[config.mk]
export PLATFORM = sky130hd
export DESIGN_NAME = mem_store_unit_flat
export DESIGN_NICKNAME = d
export VERILOG_FILES = /design/src/rtl/riscv_mem_pkg.sv /design/src/rtl/mem_store_unit_if.sv /design/src/rtl/store_lane_align.sv /design/src/rtl/mem_store_unit.sv /design/src/flat_wrapper.sv
export SDC_FILE = /design/constraint.sdc
export NUM_CORES = 1
export LEC_CHECK = 0
export BUFFER_PORTS_ARGS = -buffer_cell sky130_fd_sc_hd__buf_2
export CORE_MARGIN = 2
export CORE_UTILIZATION = 46
export CTS_CLUSTER_SIZE = 14
export DETAILED_ROUTE_END_ITERATION = 7
export PLACE_DENSITY = 0.79
export SLEW_MARGIN = 20
export SYNTH_ARGS = -nofsm -noshare
export SYNTH_HDL_FRONTEND = slang
export SYNTH_SLANG_ARGS = --single-unit
[constraint.sdc]
create_clock -name clk -period 2.9 [get_ports clk]
set_clock_uncertainty 0.1 [all_clocks]
set_input_delay 0.87 -clock clk [delete_from_list [all_inputs] [get_ports clk]]
set_output_delay 0.87 -clock clk [all_outputs]
set_load 0.03 [all_outputs]
[src/rtl/riscv_mem_pkg.sv]
// Shared definitions for the RISC-V memory store path.
// Contents:
//   FUNC3_SB / FUNC3_SH / FUNC3_SW  store func3 encodings
//   store_state_e                   store FSM states (IDLE, BEAT0, BEAT1)
//   MASK_B / MASK_H / MASK_W        byte-enable patterns at lane offset 0
package riscv_mem_pkg;

  localparam logic [2:0] FUNC3_SB = 3'b000;
  localparam logic [2:0] FUNC3_SH = 3'b001;
  localparam logic [2:0] FUNC3_SW = 3'b010;

  typedef enum logic [1:0] {
    IDLE  = 2'd0,
    BEAT0 = 2'd1,
    BEAT1 = 2'd2
  } store_state_e;

  localparam logic [3:0] MASK_B = 4'b0001;
  localparam logic [3:0] MASK_H = 4'b0011;
  localparam logic [3:0] MASK_W = 4'b1111;

endpackage

[src/rtl/mem_store_unit_if.sv]
// Bus bundle for mem_store_unit.
// Signals:
//   req_valid/req_ready           store request handshake
//   req_addr/req_data/req_func3   byte address, rs2 value, store func3
//   mem_valid/mem_ready           memory write beat handshake
//   mem_addr/mem_wdata/mem_we     word-aligned address, lane data, byte enables
//   store_err                     one-cycle rejection pulse
// Modports: master = request producer / memory side, slave = the store unit.
interface mem_store_unit_if #(
  parameter int WIDTH  = 32,
  parameter int NBYTES = WIDTH / 8
);
  logic              req_valid;
  logic              req_ready;
  logic [WIDTH-1:0]  req_addr;
  logic [WIDTH-1:0]  req_data;
  logic [2:0]        req_func3;
  logic              mem_valid;
  logic              mem_ready;
  logic [WIDTH-1:0]  mem_addr;
  logic [WIDTH-1:0]  mem_wdata;
  logic [NBYTES-1:0] mem_we;
  logic              store_err;

  modport master (
    output req_valid, req_addr, req_data, req_func3, mem_ready,
    input  req_ready, mem_valid, mem_addr, mem_wdata, mem_we, store_err
  );

  modport slave (
    input  req_valid, req_addr, req_data, req_func3, mem_ready,
    output req_ready, mem_valid, mem_addr, mem_wdata, mem_we, store_err
  );
endinterface

[src/rtl/store_lane_align.sv]
// Combinational lane alignment for stores.
// Ports:
//   off        in   byte offset within the word (addr[1:0])
//   func3      in   store func3
//   data       in   rs2 value
//   wide_data  out  2*WIDTH data: replicated lanes for aligned stores,
//                   {0,data} << 8*off for misaligned SH/SW
//   mask       out  2*NBYTES byte mask, base_mask << off
//   misaligned out  SH with odd offset or SW with nonzero offset
//   illegal    out  func3 is not SB/SH/SW
module store_lane_align
  import riscv_mem_pkg::*;
#(
  parameter int WIDTH  = 32,
  parameter int NBYTES = WIDTH / 8
) (
  input  logic [1:0]          off,
  input  logic [2:0]          func3,
  input  logic [WIDTH-1:0]    data,
  output logic [2*WIDTH-1:0]  wide_data,
  output logic [2*NBYTES-1:0] mask,
  output logic                misaligned,
  output logic                illegal
);

  logic [NBYTES-1:0] base_mask;
  logic [WIDTH-1:0]  repl;
  logic [4:0]        shamt;

  always_comb begin
    base_mask = '0;
    repl      = data;
    shamt     = {off, 3'b000};
    illegal   = func3[2] | (func3[1:0] == 2'b11);

    case (func3)
      FUNC3_SB: begin
        base_mask = MASK_B;
        repl      = {4{data[7:0]}};
      end
      FUNC3_SH: begin
        base_mask = MASK_H;
        repl      = {2{data[15:0]}};
      end
      FUNC3_SW: begin
        base_mask = MASK_W;
        repl      = data;
      end
      default: begin
        base_mask = '0;
        repl      = data;
      end
    endcase

    misaligned = ((func3 == FUNC3_SH) && off[0]) ||
                 ((func3 == FUNC3_SW) && (off != 2'b00));

    mask = {{NBYTES{1'b0}}, base_mask} << off;

    // Aligned stores keep the lane-replicated form; only a misaligned
    // access needs the true shift that can spill into the upper word.
    if (misaligned) begin
      wide_data = {{WIDTH{1'b0}}, data} << shamt;
    end else begin
      wide_data = {{WIDTH{1'b0}}, repl};
    end
  end

endmodule

[src/rtl/mem_store_unit.sv]
// RISC-V store unit: turns SB/SH/SW requests into word-aligned memory write
// beats with lane-replicated data and byte write-enables, through one output
// register stage with valid/ready backpressure.
// Ports:
//   clk   in  clock
//   rst   in  synchronous active-high reset
//   bus   slave modport of mem_store_unit_if (request and memory sides)
// Optional build macro: MISALIGNED_SPLIT_EN splits misaligned SH/SW into two
// beats (aligned word, then address+4) instead of rejecting them.
module mem_store_unit
  import riscv_mem_pkg::*;
#(
  parameter int WIDTH  = 32,
  parameter int NBYTES = WIDTH / 8
) (
  input  logic clk,
  input  logic rst,
  mem_store_unit_if.slave bus
);

  store_state_e state, next_state;

  logic [2*WIDTH-1:0]  wide_data;
  logic [2*NBYTES-1:0] mask;
  logic                misaligned;
  logic                illegal;
  logic                reject;
  logic                ready;
  logic                accept;
  logic                take;
  logic                load_beat1;
  logic                beat1_pend;

  logic [WIDTH-1:0]    addr_p1;
  logic [WIDTH-1:0]    wdata_p1;
  logic [NBYTES-1:0]   we_p1;
  logic                err_p1;

  store_lane_align #(.WIDTH(WIDTH), .NBYTES(NBYTES)) u_align (
    .off       (bus.req_addr[1:0]),
    .func3     (bus.req_func3),
    .data      (bus.req_data),
    .wide_data (wide_data),
    .mask      (mask),
    .misaligned(misaligned),
    .illegal   (illegal)
  );

`ifdef MISALIGNED_SPLIT_EN
  logic [WIDTH-1:0]  beat1_wdata;
  logic [NBYTES-1:0] beat1_we;

  assign reject = illegal;

  // Upper half of a split store, parked until BEAT0 drains. An empty
  // upper mask (e.g. SH at offset 1) means no second beat is needed.
  always_ff @(posedge clk) begin
    if (rst) begin
      beat1_pend  <= 1'b0;
      beat1_wdata <= '0;
      beat1_we    <= '0;
    end else if (take) begin
      beat1_pend  <= misaligned && (mask[2*NBYTES-1:NBYTES] != '0);
      beat1_wdata <= wide_data[2*WIDTH-1:WIDTH];
      beat1_we    <= mask[2*NBYTES-1:NBYTES];
    end else if (load_beat1) begin
      beat1_pend  <= 1'b0;
    end
  end
`else
  logic unused_split;

  assign reject       = illegal | misaligned;
  assign beat1_pend   = 1'b0;
  assign unused_split = ^{wide_data[2*WIDTH-1:WIDTH], mask[2*NBYTES-1:NBYTES]};
`endif

  always_ff @(posedge clk) begin
    if (rst) begin
      state <= IDLE;
    end else begin
      state <= next_state;
    end
  end

  always_comb begin
    next_state = state;
    ready      = 1'b0;
    load_beat1 = 1'b0;

    // Ready in the final beat lets a new store load with no bubble.
    case (state)
      IDLE:    ready = 1'b1;
      BEAT0:   ready = bus.mem_ready && !beat1_pend;
      BEAT1:   ready = bus.mem_ready;
      default: ready = 1'b0;
    endcase

    accept = bus.req_valid && ready;
    take   = accept && !reject;

    case (state)
      IDLE: begin
        if (take) next_state = BEAT0;
      end
      BEAT0: begin
        if (bus.mem_ready) begin
          if (beat1_pend) begin
            next_state = BEAT1;
            load_beat1 = 1'b1;
          end else begin
            next_state = take ? BEAT0 : IDLE;
          end
        end
      end
      BEAT1: begin
        if (bus.mem_ready) next_state = take ? BEAT0 : IDLE;
      end
      default: next_state = IDLE;
    endcase
  end

  // Output register stage (p1): held whenever neither a new store nor the
  // second half of a split is being loaded, which covers the stall case.
  always_ff @(posedge clk) begin
    if (rst) begin
      addr_p1  <= '0;
      wdata_p1 <= '0;
      we_p1    <= '0;
      err_p1   <= 1'b0;
    end else begin
      err_p1 <= accept && reject;
      if (take) begin
        addr_p1  <= {bus.req_addr[WIDTH-1:2], 2'b00};
        wdata_p1 <= wide_data[WIDTH-1:0];
        we_p1    <= mask[NBYTES-1:0];
`ifdef MISALIGNED_SPLIT_EN
      end else if (load_beat1) begin
        addr_p1  <= addr_p1 + WIDTH'(4);
        wdata_p1 <= beat1_wdata;
        we_p1    <= beat1_we;
`endif
      end
    end
  end

  assign bus.req_ready = ready;
  assign bus.mem_valid = (state != IDLE);
  assign bus.mem_addr  = addr_p1;
  assign bus.mem_wdata = wdata_p1;
  assign bus.mem_we    = we_p1;
  assign bus.store_err = err_p1;

endmodule

[src/flat_wrapper.sv]
// flat-port wrapper written by rule: the top's interface ports become plain ports
module mem_store_unit_flat import riscv_mem_pkg::*;
#(
  parameter int WIDTH  = 32,
  parameter int NBYTES = WIDTH / 8
)
  (clk, rst, bus_req_valid, bus_req_addr, bus_req_data, bus_req_func3, bus_mem_ready, bus_req_ready, bus_mem_valid, bus_mem_addr, bus_mem_wdata, bus_mem_we, bus_store_err);
  mem_store_unit_if #(.WIDTH(WIDTH), .NBYTES(NBYTES)) bus_i ();
  input  logic clk;
  input  logic rst;
  input wire logic [$bits(bus_i.req_valid)-1:0] bus_req_valid;
  input wire logic [$bits(bus_i.req_addr)-1:0] bus_req_addr;
  input wire logic [$bits(bus_i.req_data)-1:0] bus_req_data;
  input wire logic [$bits(bus_i.req_func3)-1:0] bus_req_func3;
  input wire logic [$bits(bus_i.mem_ready)-1:0] bus_mem_ready;
  output wire logic [$bits(bus_i.req_ready)-1:0] bus_req_ready;
  output wire logic [$bits(bus_i.mem_valid)-1:0] bus_mem_valid;
  output wire logic [$bits(bus_i.mem_addr)-1:0] bus_mem_addr;
  output wire logic [$bits(bus_i.mem_wdata)-1:0] bus_mem_wdata;
  output wire logic [$bits(bus_i.mem_we)-1:0] bus_mem_we;
  output wire logic [$bits(bus_i.store_err)-1:0] bus_store_err;
  assign bus_i.req_valid = bus_req_valid;
  assign bus_i.req_addr = bus_req_addr;
  assign bus_i.req_data = bus_req_data;
  assign bus_i.req_func3 = bus_req_func3;
  assign bus_i.mem_ready = bus_mem_ready;
  assign bus_req_ready = bus_i.req_ready;
  assign bus_mem_valid = bus_i.mem_valid;
  assign bus_mem_addr = bus_i.mem_addr;
  assign bus_mem_wdata = bus_i.mem_wdata;
  assign bus_mem_we = bus_i.mem_we;
  assign bus_store_err = bus_i.store_err;
  mem_store_unit #(.WIDTH(WIDTH), .NBYTES(NBYTES)) u_core (.clk(clk), .rst(rst), .bus(bus_i));
endmodule
* Word-level counts from Yosys, hierarchy flattened
Cells that the tools add are included.
** Word-level totals
- Bits in registers :: 69
- Latch bits :: 0
- Bits in writable memories :: 0
- ROM bits :: 0
- Bits of input ports :: 71
- Output and inout bits :: 71
- Logic and storage cells :: 37
- Memories :: 0
** Operators by class
- Add/subtract/negate cells :: 0
- Multiply operators :: 0
- Div/mod/pow operators :: 0
- Order comparisons :: 0
- Equal/unequal tests :: 7
- Shift-type cells :: 2
- Mux-type cells :: 8
- Bitwise logic cells :: 2
- Reduce and logical (&&, ||, !) cells :: 13
** Operator list (number)
- case mux 32 bit (2 select lines) :: 1
- two-way mux 32 bit :: 1
- << shifter 32 x 5 -> 32 bit :: 1
- case mux 4 bit (3 select lines) :: 1
- logical AND 1 bit :: 5
- equality test 2 bit, second input constant :: 2
- two-way mux 2 bit :: 2
- != test 2 x 1 -> 1 bit, second input constant :: 2
- case mux 2 bit (2 select lines) :: 1
- nonzero test 2 bit :: 2
- << shifter 4 x 2 -> 4 bit :: 1
- equality test 3 x 1 -> 1 bit, second input constant :: 1
- equality test 3 x 2 -> 1 bit, second input constant :: 1
- zero test 3 bit :: 1
- equality test 2 x 1 -> 1 bit, second input constant :: 1
- zero test 2 bit :: 1
- OR 1 bit :: 2
- case mux 1 bit (2 select lines) :: 1
- AND reduction 2 bit :: 1
- OR reduction 2 bit :: 1
- zero test 1 bit :: 1
- logical OR 1 bit :: 1
- two-way mux 1 bit :: 1

* Depth between registers and ports, before layout
Gate-level depths: netlist of the first run.
- Depth after elaboration :: 9
- Depth in mapped cells :: 9
- Mapped depth without buffers :: 5

* By module
From an unflattened synthesis of the first run, not the netlist that was laid out.
** Unflattened totals
- Cells, all modules :: 518
- Area total of the unflattened synthesis :: 4668.2 um^2
** By module, submodules not included
- mem_store_unit :: times used 1, cells an instance 298, area an instance 3037.9 um^2
- store_lane_align :: times used 1, cells an instance 220, area an instance 1630.3 um^2

* Least setup slack after synthesis of the first run
No wires, ideal clock.
- Path kind :: input -> register
- Start point :: input bus_req_func3[0]
- End point :: register u_core.wdata_p1[1] (netlist: u_core.bus.mem_wdata[1])
- Arrival :: 2.265 ns
- Slack :: 0.403 ns
- Stages :: 9
- Path buffers :: 4
- Path through :: buf_4 o21a_1 o22a_1 or3_1 buf_2 buf_2 buf_2 nand2_1 a21oi_1
** On the way
- Longest elaborated chain between the ends :: 6
** RTL lines
- from (decl) :: line flat_wrapper.sv:14 : input wire logic [$bits(bus_i.req_func3)-1:0] bus_req_func3;
- equality test 3 x 1 -> 1 bit / equality test 3 x 2 -> 1 bit (equally long branches) :: line store_lane_align.sv:55, store_lane_align.sv:56
- logical AND 1 bit (on tied branches) :: line store_lane_align.sv:55, store_lane_align.sv:56
- logical OR 1 bit :: line store_lane_align.sv:55 : misaligned = ((func3 == FUNC3_SH) && off[0]) ||
- OR 1 bit :: line mem_store_unit.sv:73 : assign reject = illegal | misaligned;
- zero test 1 bit :: line mem_store_unit.sv:100 : take = accept && !reject;
- logical AND 1 bit :: line mem_store_unit.sv:100
- to (signal assigned) :: line mem_store_unit.sv:135 : wdata_p1 <= wide_data[WIDTH-1:0];
- to (decl) :: line mem_store_unit.sv:35 : logic [WIDTH-1:0] wdata_p1;
Parallel ways exist; a longest one is shown, timed or not.
A chain may end at the register's enable or synchronous reset.

* Final worst setup path of the first run
- Start point :: input bus_mem_ready
- End point :: output bus_req_ready
** On the way
- Longest elaborated chain between the ends :: 1
** RTL lines
- from (decl) :: line flat_wrapper.sv:15 : input wire logic [$bits(bus_i.mem_ready)-1:0] bus_mem_ready;
- case mux 1 bit (2 select lines) :: line mem_store_unit.sv:92 : case (state)
- to (decl) :: line flat_wrapper.sv:16 : output wire logic [$bits(bus_i.req_ready)-1:0] bus_req_ready;
Every way passes these cells.

==> results.json, run 1 <==
{
  "outcome": "finished, final reports clean",
  "layout_common_cells": "139 x buf_2, 122 x nand2_1, 68 x dfxtp_1, 60 x a21oi_1, 24 x mux2i_1",
  "worstPathRequired_ns": 1.93,
  "cts_setup_buffers": 0,
  "port_buffers": 139,
  "clockBufferDepth": 2,
  "place_congestion": 0.881,
  "final_nets": 588,
  "dp.cells": 583,
  "r2r_slack_ns": 1.10,
  "cts_root_buf": "clkbuf_8",
  "total_power_mw": 2.38,
  "vdd_drop_max_mv": 0.424,
  "slew_violations": 0,
  "post_cts_resized": 0,
  "arrival_ns": 1.31,
  "antenna_found_initial": 0,
  "row_count": 29,
  "worstReg2RegEnd": "u_core.bus.mem_wdata[18]",
  "overflow": 0,
  "place_ws_ns": 0.353,
  "min_from": "u_core.bus.mem_wdata[3]",
  "slew_headroom": 0.573,
  "yosys_warnings": 0,
  "coreArea_sq_um": 6310,
  "die_y_microns": 84.8,
  "cts_made_buffers": 9,
  "synthCells": 389,
  "hold_viol": 0,
  "antenna-diode-count": 0,
  "start_kind": "input pin",
  "drtPass1Iterations": 4,
  "grt_pass1_vias": 2971,
  "hpwlAfterDp_microns": 6140,
  "ys_seq_area_frac": 0.454,
  "drt_iter0_markers": 172,
  "hold_buffers": 0,
  "tritoncts": "yes",
  "ios": 142,
  "p_per_area_nw_per_um2": 591,
  "post-synth-top-area-fraction": 0.454,
  "grt_max_degree": 45,
  "chipWidth_microns": 84.8,
  "routedWlPerCell_microns": 14.3,
  "yosysUniqueCellTypes": 28,
  "stdcell_count": 598,
  "max_slew.worst_pin.slew_ns": 0.641,
  "min_to": "u_core.bus.mem_wdata[3]",
  "vias_per_cell": 5.26,
  "layout-drive-gt1-share": 0.328,
  "setup-tns-final_ns": 0,
  "vias": 3147,
  "cap_viol_max_count": 0,
  "postRouteAntennaNets": 0,
  "min_period_over_period": 0.786,
  "grtUsageTotal": 0.236,
  "cts.sinks": 68,
  "layout_commonest_cell": "buf_2",
  "fin_ws_ns": 0.619,
  "synth_area_sq_um": 3000,
  "avgSynthCellArea_sq_um": 7.71,
  "whs_ns": 0.353,
  "insertion_delay_ns": 0.34,
  "grt_pass1_wl_microns": 13600,
  "end_kind": "output port",
  "htreeDepth": 3,
  "rsz0062_at_grt": "false",
  "period_needed_ns": 2.28,
  "syn2layout_area_growth_pct": 34.4,
  "drc": 0,
  "ff2ff_path_depth": 6,
  "ys_top_cells_by_area": "dfxtp_1 45%, nand2_1 15%, a21oi_1 10%",
  "cp_max_fo": 3,
  "ys_ff_latch": 68,
  "max_freq_mhz": 438,
  "holdPathStages": 2,
  "critPathKind": "in -> out",
  "finalSetupViolCount": 0,
  "clkSlewWorstSetupHoldPaths_ns": 0.07,
  "leakagePower_nw": 1.82,
  "initial_core_util": 0.475,
  "holdCritPathClass": "reg -> reg",
  "r2r_start": "u_core.state[0]",
  "die_area_sq_um": 7180,
  "drt-total-wl_microns": 8560,
  "yosysTopAreaCell": "dfxtp_1"
}
[worst max-delay path by stage]
stage                          start                        to  cells past startpoint
detailed placement  bus_req_func3[0]  u_core.bus.mem_wdata[18]                      7
floorplan           bus_req_func3[0]   u_core.bus.mem_wdata[1]                      9
finish                 bus_mem_ready             bus_req_ready                      3
CTS                    bus_mem_ready             bus_req_ready                      3
global route           bus_mem_ready             bus_req_ready                      3
global placement    bus_req_func3[0]      u_core.bus.mem_we[1]                      7
[worst max-delay path, cell delays in order]
cell and delay (ns):
buf_2 0.10, nand2b_1 0.16, buf_2 0.19
[through the flow]
stage               utilization  cell area, sq um
global placement          0.598              3770
floorplan                     -              3000
CTS                       0.639              4030
finish                    0.639              4030
detailed placement        0.598              3770
global route              0.639              4030
[per-layer routing]
metal,track usage,vias up,share of wire
met5,0,-,0
met4,0.0981,0,0.020
met1,0.289,1445,0.42
met2,0.408,115,0.50
li1,-,1573,-
met3,0.0403,14,0.061
[final cells by class]
cell class | count | area, sq um
Timing Repair Buffer | 153 | 826
Sequential cell | 68 | 1360
Inverter | 1 | 3.75
Clock inverter | 6 | 136
Multi-Input combinational cell | 284 | 1490
Fill cell | 588 | 2280
Clock buffer | 9 | 124
Tap cell | 77 | 96.3
[synthesized netlist by cell type (all sizes together)]
| cell | count |
|---|---|
| clkbuf | 25 |
| o21a | 2 |
| nand3 | 8 |
| a31oi | 1 |
| o211ai | 17 |
| mux2i | 24 |
| a211o | 1 |
| nor3 | 3 |
| nand2 | 122 |
| conb | 1 |
| nand2b | 1 |
| nor2 | 10 |
| o31ai | 1 |
| a21oi | 60 |
| dfxtp | 68 |
| o22a | 1 |
| o21ai | 16 |
| xor2 | 1 |
| or3 | 3 |
| a211oi | 8 |
| buf | 12 |
| inv | 1 |
| nor4bb | 1 |
| nor2b | 1 |
| nand4 | 1 |
[logic make-up after synthesis]
group / Yosys count / synth area share
compound gates: 107 / 0.205
xor+xnor: 1 / 0.00292
buf+inv: 38 / 0.0546
flops: 68 / 0.454
mux: 24 / 0.0801
other cells: 1 / 0.00125
simple gates: 150 / 0.203
[sequential cells by signal, summed over array words and instances (netlist names)]
signal / cells
u_core.bus.mem_wdata: 32
u_core.bus.store_err: 1
u_core.state: 1
u_core.bus.mem_we: 4
u_core.bus.mem_addr: 30
[power breakdown]
part | switching, mW | leakage, nW | internal, mW | total, mW
Clock | 0.366 | 0.126 | 0.656 | 1.02
Sequential | 0.0183 | 0.553 | 0.971 | 0.989
Combinational | 0.240 | 1.14 | 0.131 | 0.371
Power figures use the tool's default switching activity.
==> inputs of run 2 (changes only) <==
==> constraint.sdc (replaced) <==
create_clock -name clk -period 2.26 [get_ports clk]
set_clock_uncertainty 0.1 [all_clocks]
set_input_delay 0.678 -clock clk [delete_from_list [all_inputs] [get_ports clk]]
set_output_delay 0.678 -clock clk [all_outputs]
set_load 0.03 [all_outputs]
==> results.json, run 2 (synthesis gave the netlist of run 1 again) <==
{
  "r2r_start": "u_core.state[0]",
  "drt-total-wl_microns": 8220,
  "place_ws_ns": -0.0104,
  "cts_root_buf": "clkbuf_8",
  "arrival_ns": 2.10,
  "hpwlAfterDp_microns": 5880,
  "postRouteAntennaNets": 0,
  "final_nets": 592,
  "dp.cells": 587,
  "start_kind": "input pin",
  "fin_util": 0.633,
  "cts_setup_buffers": 0,
  "min_from": "u_core.bus.mem_we[0]",
  "place_congestion": 0.815,
  "layout-drive-gt1-share": 0.335,
  "overflow": 0,
  "die_y_microns": 84.8,
  "cts_made_buffers": 9,
  "dpl_cell_area_sq_um": 3810,
  "ff2ff_path_depth": 5,
  "worstReg2RegEnd": "u_core.bus.mem_we[1]",
  "rsz0062_at_grt": "false",
  "vdd_drop_max_mv": 0.445,
  "routedWlPerCell_microns": 13.6,
  "hold_viol": 0,
  "outcome": "finished, final reports clean",
  "hold_buffers": 0,
  "cts.sinks": 68,
  "cp_max_fo": 5,
  "drtPass1Iterations": 4,
  "coreArea_sq_um": 6310,
  "antenna-diode-count": 0,
  "vias": 3174,
  "cap_viol_max_count": 0,
  "grt_max_degree": 69,
  "end_kind": "register",
  "layout_commonest_cell": "buf_2",
  "min_period_over_period": 0.857,
  "htreeDepth": 3,
  "fin_ws_ns": 0.323,
  "row_count": 29,
  "grtUsageTotal": 0.231,
  "drt_iter0_markers": 182,
  "finalSetupViolCount": 0,
  "worstPathRequired_ns": 2.43,
  "holdPathStages": 2,
  "grt_pass1_vias": 2954,
  "holdCritPathClass": "reg -> reg",
  "port_buffers": 139,
  "clkSlewWorstSetupHoldPaths_ns": 0.07,
  "initial_core_util": 0.475,
  "drc": 0,
  "syn2layout_area_growth_pct": 33.3,
  "p_per_area_nw_per_um2": 682,
  "final_area_sq_um": 4000,
  "r2r_slack_ns": 0.52,
  "ios": 142,
  "leakagePower_nw": 1.81,
  "min_to": "u_core.bus.mem_we[0]",
  "post_cts_resized": 0,
  "critPathKind": "in -> reg",
  "die_area_sq_um": 7180,
  "grt_pass1_wl_microns": 13400,
  "startpoint": "bus_req_func3[0]",
  "insertion_delay_ns": 0.33,
  "largest_reg_flops": 32,
  "period_needed_ns": 1.94,
  "tritoncts": "yes",
  "layout_common_cells": "139 x buf_2, 122 x nand2_1, 68 x dfxtp_1, 60 x a21oi_1, 24 x mux2i_1",
  "vias_per_cell": 5.26,
  "antenna_found_initial": 0,
  "chipWidth_microns": 84.8,
  "max_freq_mhz": 516,
  "stdcell_count": 603,
  "clockBufferDepth": 2,
  "slew_violations": 0
}
[run 2: cell types whose count changed in the layout (fill, tap and decap cells not counted)]
| cell | previous run | this run |
|---|---|---|
| buf_4 | 12 | 16 |
| clkinv_4 | 0 | 2 |
| nand2b_2 | 0 | 1 |
| nand2b_1 | 1 | 0 |
| bufinv_16 | 4 | 1 |
| clkinv_2 | 0 | 2 |
| clkbuf_1 | 0 | 1 |
| inv_6 | 1 | 0 |
[run 2: worst max path at each step]
| stage | to | slack, ns | cells after the start |
|---|---|---|---|
| 5_1_grt | u_core.bus.mem_we[0] | 0.26 | 6 |
| 2_1_floorplan | u_core.bus.mem_wdata[1] | 0.02 | 9 |
| 4_1_cts | u_core.bus.mem_we[1] | 0.33 | 6 |
| 6_report | u_core.bus.mem_we[1] | 0.32 | 6 |
| 3_5_place_dp | u_core.bus.mem_addr[28] | -0.01 | 7 |
| 3_3_place_gp | u_core.bus.mem_we[1] | 0.03 | 6 |
[run 2: area by class of cell]
| type | count | area (sq um) |
|---|---|---|
| Sequential cell | 68 | 1360 |
| Clock buffer | 10 | 128 |
| Clock inverter | 6 | 65.1 |
| Timing Repair Buffer | 157 | 856 |
| Inverter | 1 | 3.75 |
| Fill cell | 575 | 2310 |
| Tap cell | 77 | 96.3 |
| Multi-Input combinational cell | 284 | 1490 |
[run 2: worst max-delay path, cell delays in order]
cell and delay, ns:
buf_2 0.11, o21a_1 0.18, o22a_1 0.17, or3_2 0.47, or3_1 0.36, a21oi_1 0.14
[run 2: report_power, final]
part	leakage, nW	total [mW]	internal (mW)	switching (mW)
combinational	1.16	0.481	0.173	0.308
sequential	0.553	1.27	1.25	0.0219
clock	0.0962	0.978	0.510	0.468
[run 2: stage by stage]
| step | total power [mW] | hold WS [ns] | TNS, ns |
|---|---|---|---|
| 6_report | 2.73 | 0.350 | 0 |
| 5_1_grt | 2.85 | 0.372 | 0 |
| 4_1_cts | 2.74 | 0.352 | 0 |
| 3_5_place_dp | 1.78 | 0.343 | -0.0243 |
| 3_3_place_gp | 1.77 | 0.336 | 0 |
| 2_1_floorplan | 1.59 | 0.476 | 0 |
[run 2: routing by layer]
layer | vias to the layer above | share of wire | global-route usage
met4 | 0 | 0.020 | 0.107
met5 | - | 0 | 0
li1 | 1580 | - | -
met3 | 14 | 0.080 | 0.0698
met1 | 1452 | 0.41 | 0.275
met2 | 128 | 0.48 | 0.381
==> inputs of run 3 (changes only) <==
--- a/config.mk
+++ b/config.mk
@@ -11,6 +11,7 @@
 export CTS_CLUSTER_SIZE = 14
 export DETAILED_ROUTE_END_ITERATION = 7
 export PLACE_DENSITY = 0.79
+export SETUP_SLACK_MARGIN = 0.02
 export SLEW_MARGIN = 20
 export SYNTH_ARGS = -nofsm -noshare
 export SYNTH_HDL_FRONTEND = slang
==> constraint.sdc (replaced) <==
create_clock -name clk -period 2.26 [get_ports clk]
set_clock_uncertainty 0.1 [all_clocks]
set_input_delay 0.678 -clock clk [delete_from_list [all_inputs] [get_ports clk]]
set_output_delay 0.678 -clock clk [all_outputs]
set_load 0.1 [all_outputs]
==> results.json, run 3 (synthesis gave the netlist of run 1 again) <==
{
  "critPathKind": "in -> reg",
  "vdd_drop_max_mv": 0.643,
  "finalSetupViolCount": 0,
  "path_cells": "buf_2, o21a_1, o22a_1, or3_2, buf_4, nand2_1, a21oi_1",
  "p_per_area_nw_per_um2": 767,
  "layout_common_cells": "138 x buf_2, 122 x nand2_1, 67 x dfxtp_1, 60 x a21oi_1, 24 x mux2i_1",
  "cts.sinks": 68,
  "min_from": "u_core.bus.mem_wdata[5]",
  "end_kind": "register",
  "outcome": "finished, final reports clean",
  "clockBufferDepth": 2,
  "antenna-diode-count": 0,
  "max_freq_mhz": 511,
  "port_buffers": 139,
  "routedWlPerCell_microns": 14.2,
  "drt_iter0_markers": 121,
  "coreArea_sq_um": 6310,
  "postRouteAntennaNets": 0,
  "layout-drive-gt1-share": 0.342,
  "worstReg2RegEnd": "u_core.bus.mem_wdata[23]",
  "grt_pass1_vias": 3149,
  "initial_core_util": 0.475,
  "dpl_cell_area_sq_um": 3850,
  "cp_slowest_cell": "or3_2",
  "drtPass1Iterations": 4,
  "die_y_microns": 84.8,
  "chipWidth_microns": 84.8,
  "r2r_slack_ns": 0.56,
  "row_count": 29,
  "arrival_ns": 2.07,
  "fin_util": 0.645,
  "holdPathStages": 2,
  "crit_family": "simple AND/OR/NAND/NOR gates",
  "cts_made_buffers": 9,
  "setup-tns-final_ns": 0,
  "r2r_start": "u_core.state[0]",
  "final_nets": 595,
  "layout_commonest_cell": "buf_2",
  "max_stage_delay_ns": 0.51,
  "grt_max_degree": 39,
  "slew_headroom": 0.606,
  "min_to": "u_core.bus.mem_wdata[5]",
  "hold_buffers": 0,
  "place_congestion": 0.902,
  "max_slew.worst_pin.slew_ns": 0.590,
  "hpwlAfterDp_microns": 6320,
  "min_period_over_period": 0.866,
  "start_kind": "input pin",
  "leakagePower_nw": 1.85,
  "antenna_found_initial": 0,
  "holdCritPathClass": "reg -> reg",
  "largest_reg_flops": 32,
  "slew_violations": 0,
  "final_area_sq_um": 4070,
  "cp.depth": 7,
  "grtUsageTotal": 0.237,
  "rsz0062_at_grt": "false",
  "cap_viol_max_count": 0,
  "drc": 0,
  "fin_ws_ns": 0.304,
  "total_power_mw": 3.12,
  "cts_root_buf": "clkbuf_8",
  "hold_viol": 0,
  "worstPathRequired_ns": 2.37,
  "cp_max_fo": 25,
  "ios": 142,
  "period_needed_ns": 1.96,
  "insertion_delay_ns": 0.33,
  "vias_per_cell": 5.24,
  "overflow": 0,
  "post_cts_resized": 0,
  "drt-total-wl_microns": 8580,
  "tritoncts": "yes",
  "worst-path-buf-inv": 2,
  "die_area_sq_um": 7180,
  "grt_pass1_wl_microns": 13900,
  "place_ws_ns": -0.0284,
  "clkSlewWorstSetupHoldPaths_ns": 0.07,
  "htreeDepth": 3,
  "cts_setup_buffers": 0,
  "syn2layout_area_growth_pct": 35.7,
  "vias": 3178,
  "ff2ff_path_depth": 7
}
-- run 3: metal layers --
| layer | vias to the layer above | routed length, microns | global-route usage |
|---|---|---|---|
| li1 | 1589 | - | - |
| met1 | 1458 | 3600 | 0.285 |
| met2 | 118 | 4310 | 0.412 |
| met3 | 13 | 546 | 0.0433 |
| met4 | 0 | 127 | 0.108 |
| met5 | - | 0 | 0 |
-- run 3: power breakdown --
group,internal (mW),switching (mW),total (mW)
combinational,0.178,0.576,0.754
sequential,1.25,0.0225,1.27
clock,0.627,0.476,1.10
total,2.05,1.07,3.12
-- run 3: how the worst max path moves through the flow --
stage | end | start | slack (ns)
after floorplan | u_core.bus.mem_we[1] | bus_req_func3[0] | 0.02
after global placement | u_core.bus.mem_we[1] | bus_req_func3[0] | 0.01
after detailed placement | u_core.bus.mem_addr[16] | bus_req_func3[0] | -0.03
after CTS | bus_mem_wdata[18] | u_core.bus.mem_wdata[18] | 0.31
after global routing | u_core.bus.mem_we[1] | bus_req_func3[0] | 0.26
final | u_core.bus.mem_addr[14] | bus_req_func3[0] | 0.30
-- run 3: worst register-to-register path, stage by stage, from the launching register on --
cell      delay, ns
dfxtp_2        0.34
nand2b_4       0.09
nand2_1        0.13
buf_4          0.18
nor3_4         0.24
buf_4          0.28
o211ai_1       0.13
a21oi_1        0.15
-- run 3: area by class of cell --
class,count,area (sq um)
Clock buffer,9,124
Tap cell,77,96.3
Clock inverter,7,98.8
Sequential cell,68,1360
Inverter,1,3.75
Fill cell,589,2240
Multi-Input combinational cell,284,1490
Timing Repair Buffer,160,893
-- run 3: metrics by stage --
stage,hold WS [ns],cells
finish,0.353,606
global route,0.374,606
CTS,0.356,606
detailed placement,0.345,590
global placement,0.339,590
floorplan,0.714,390
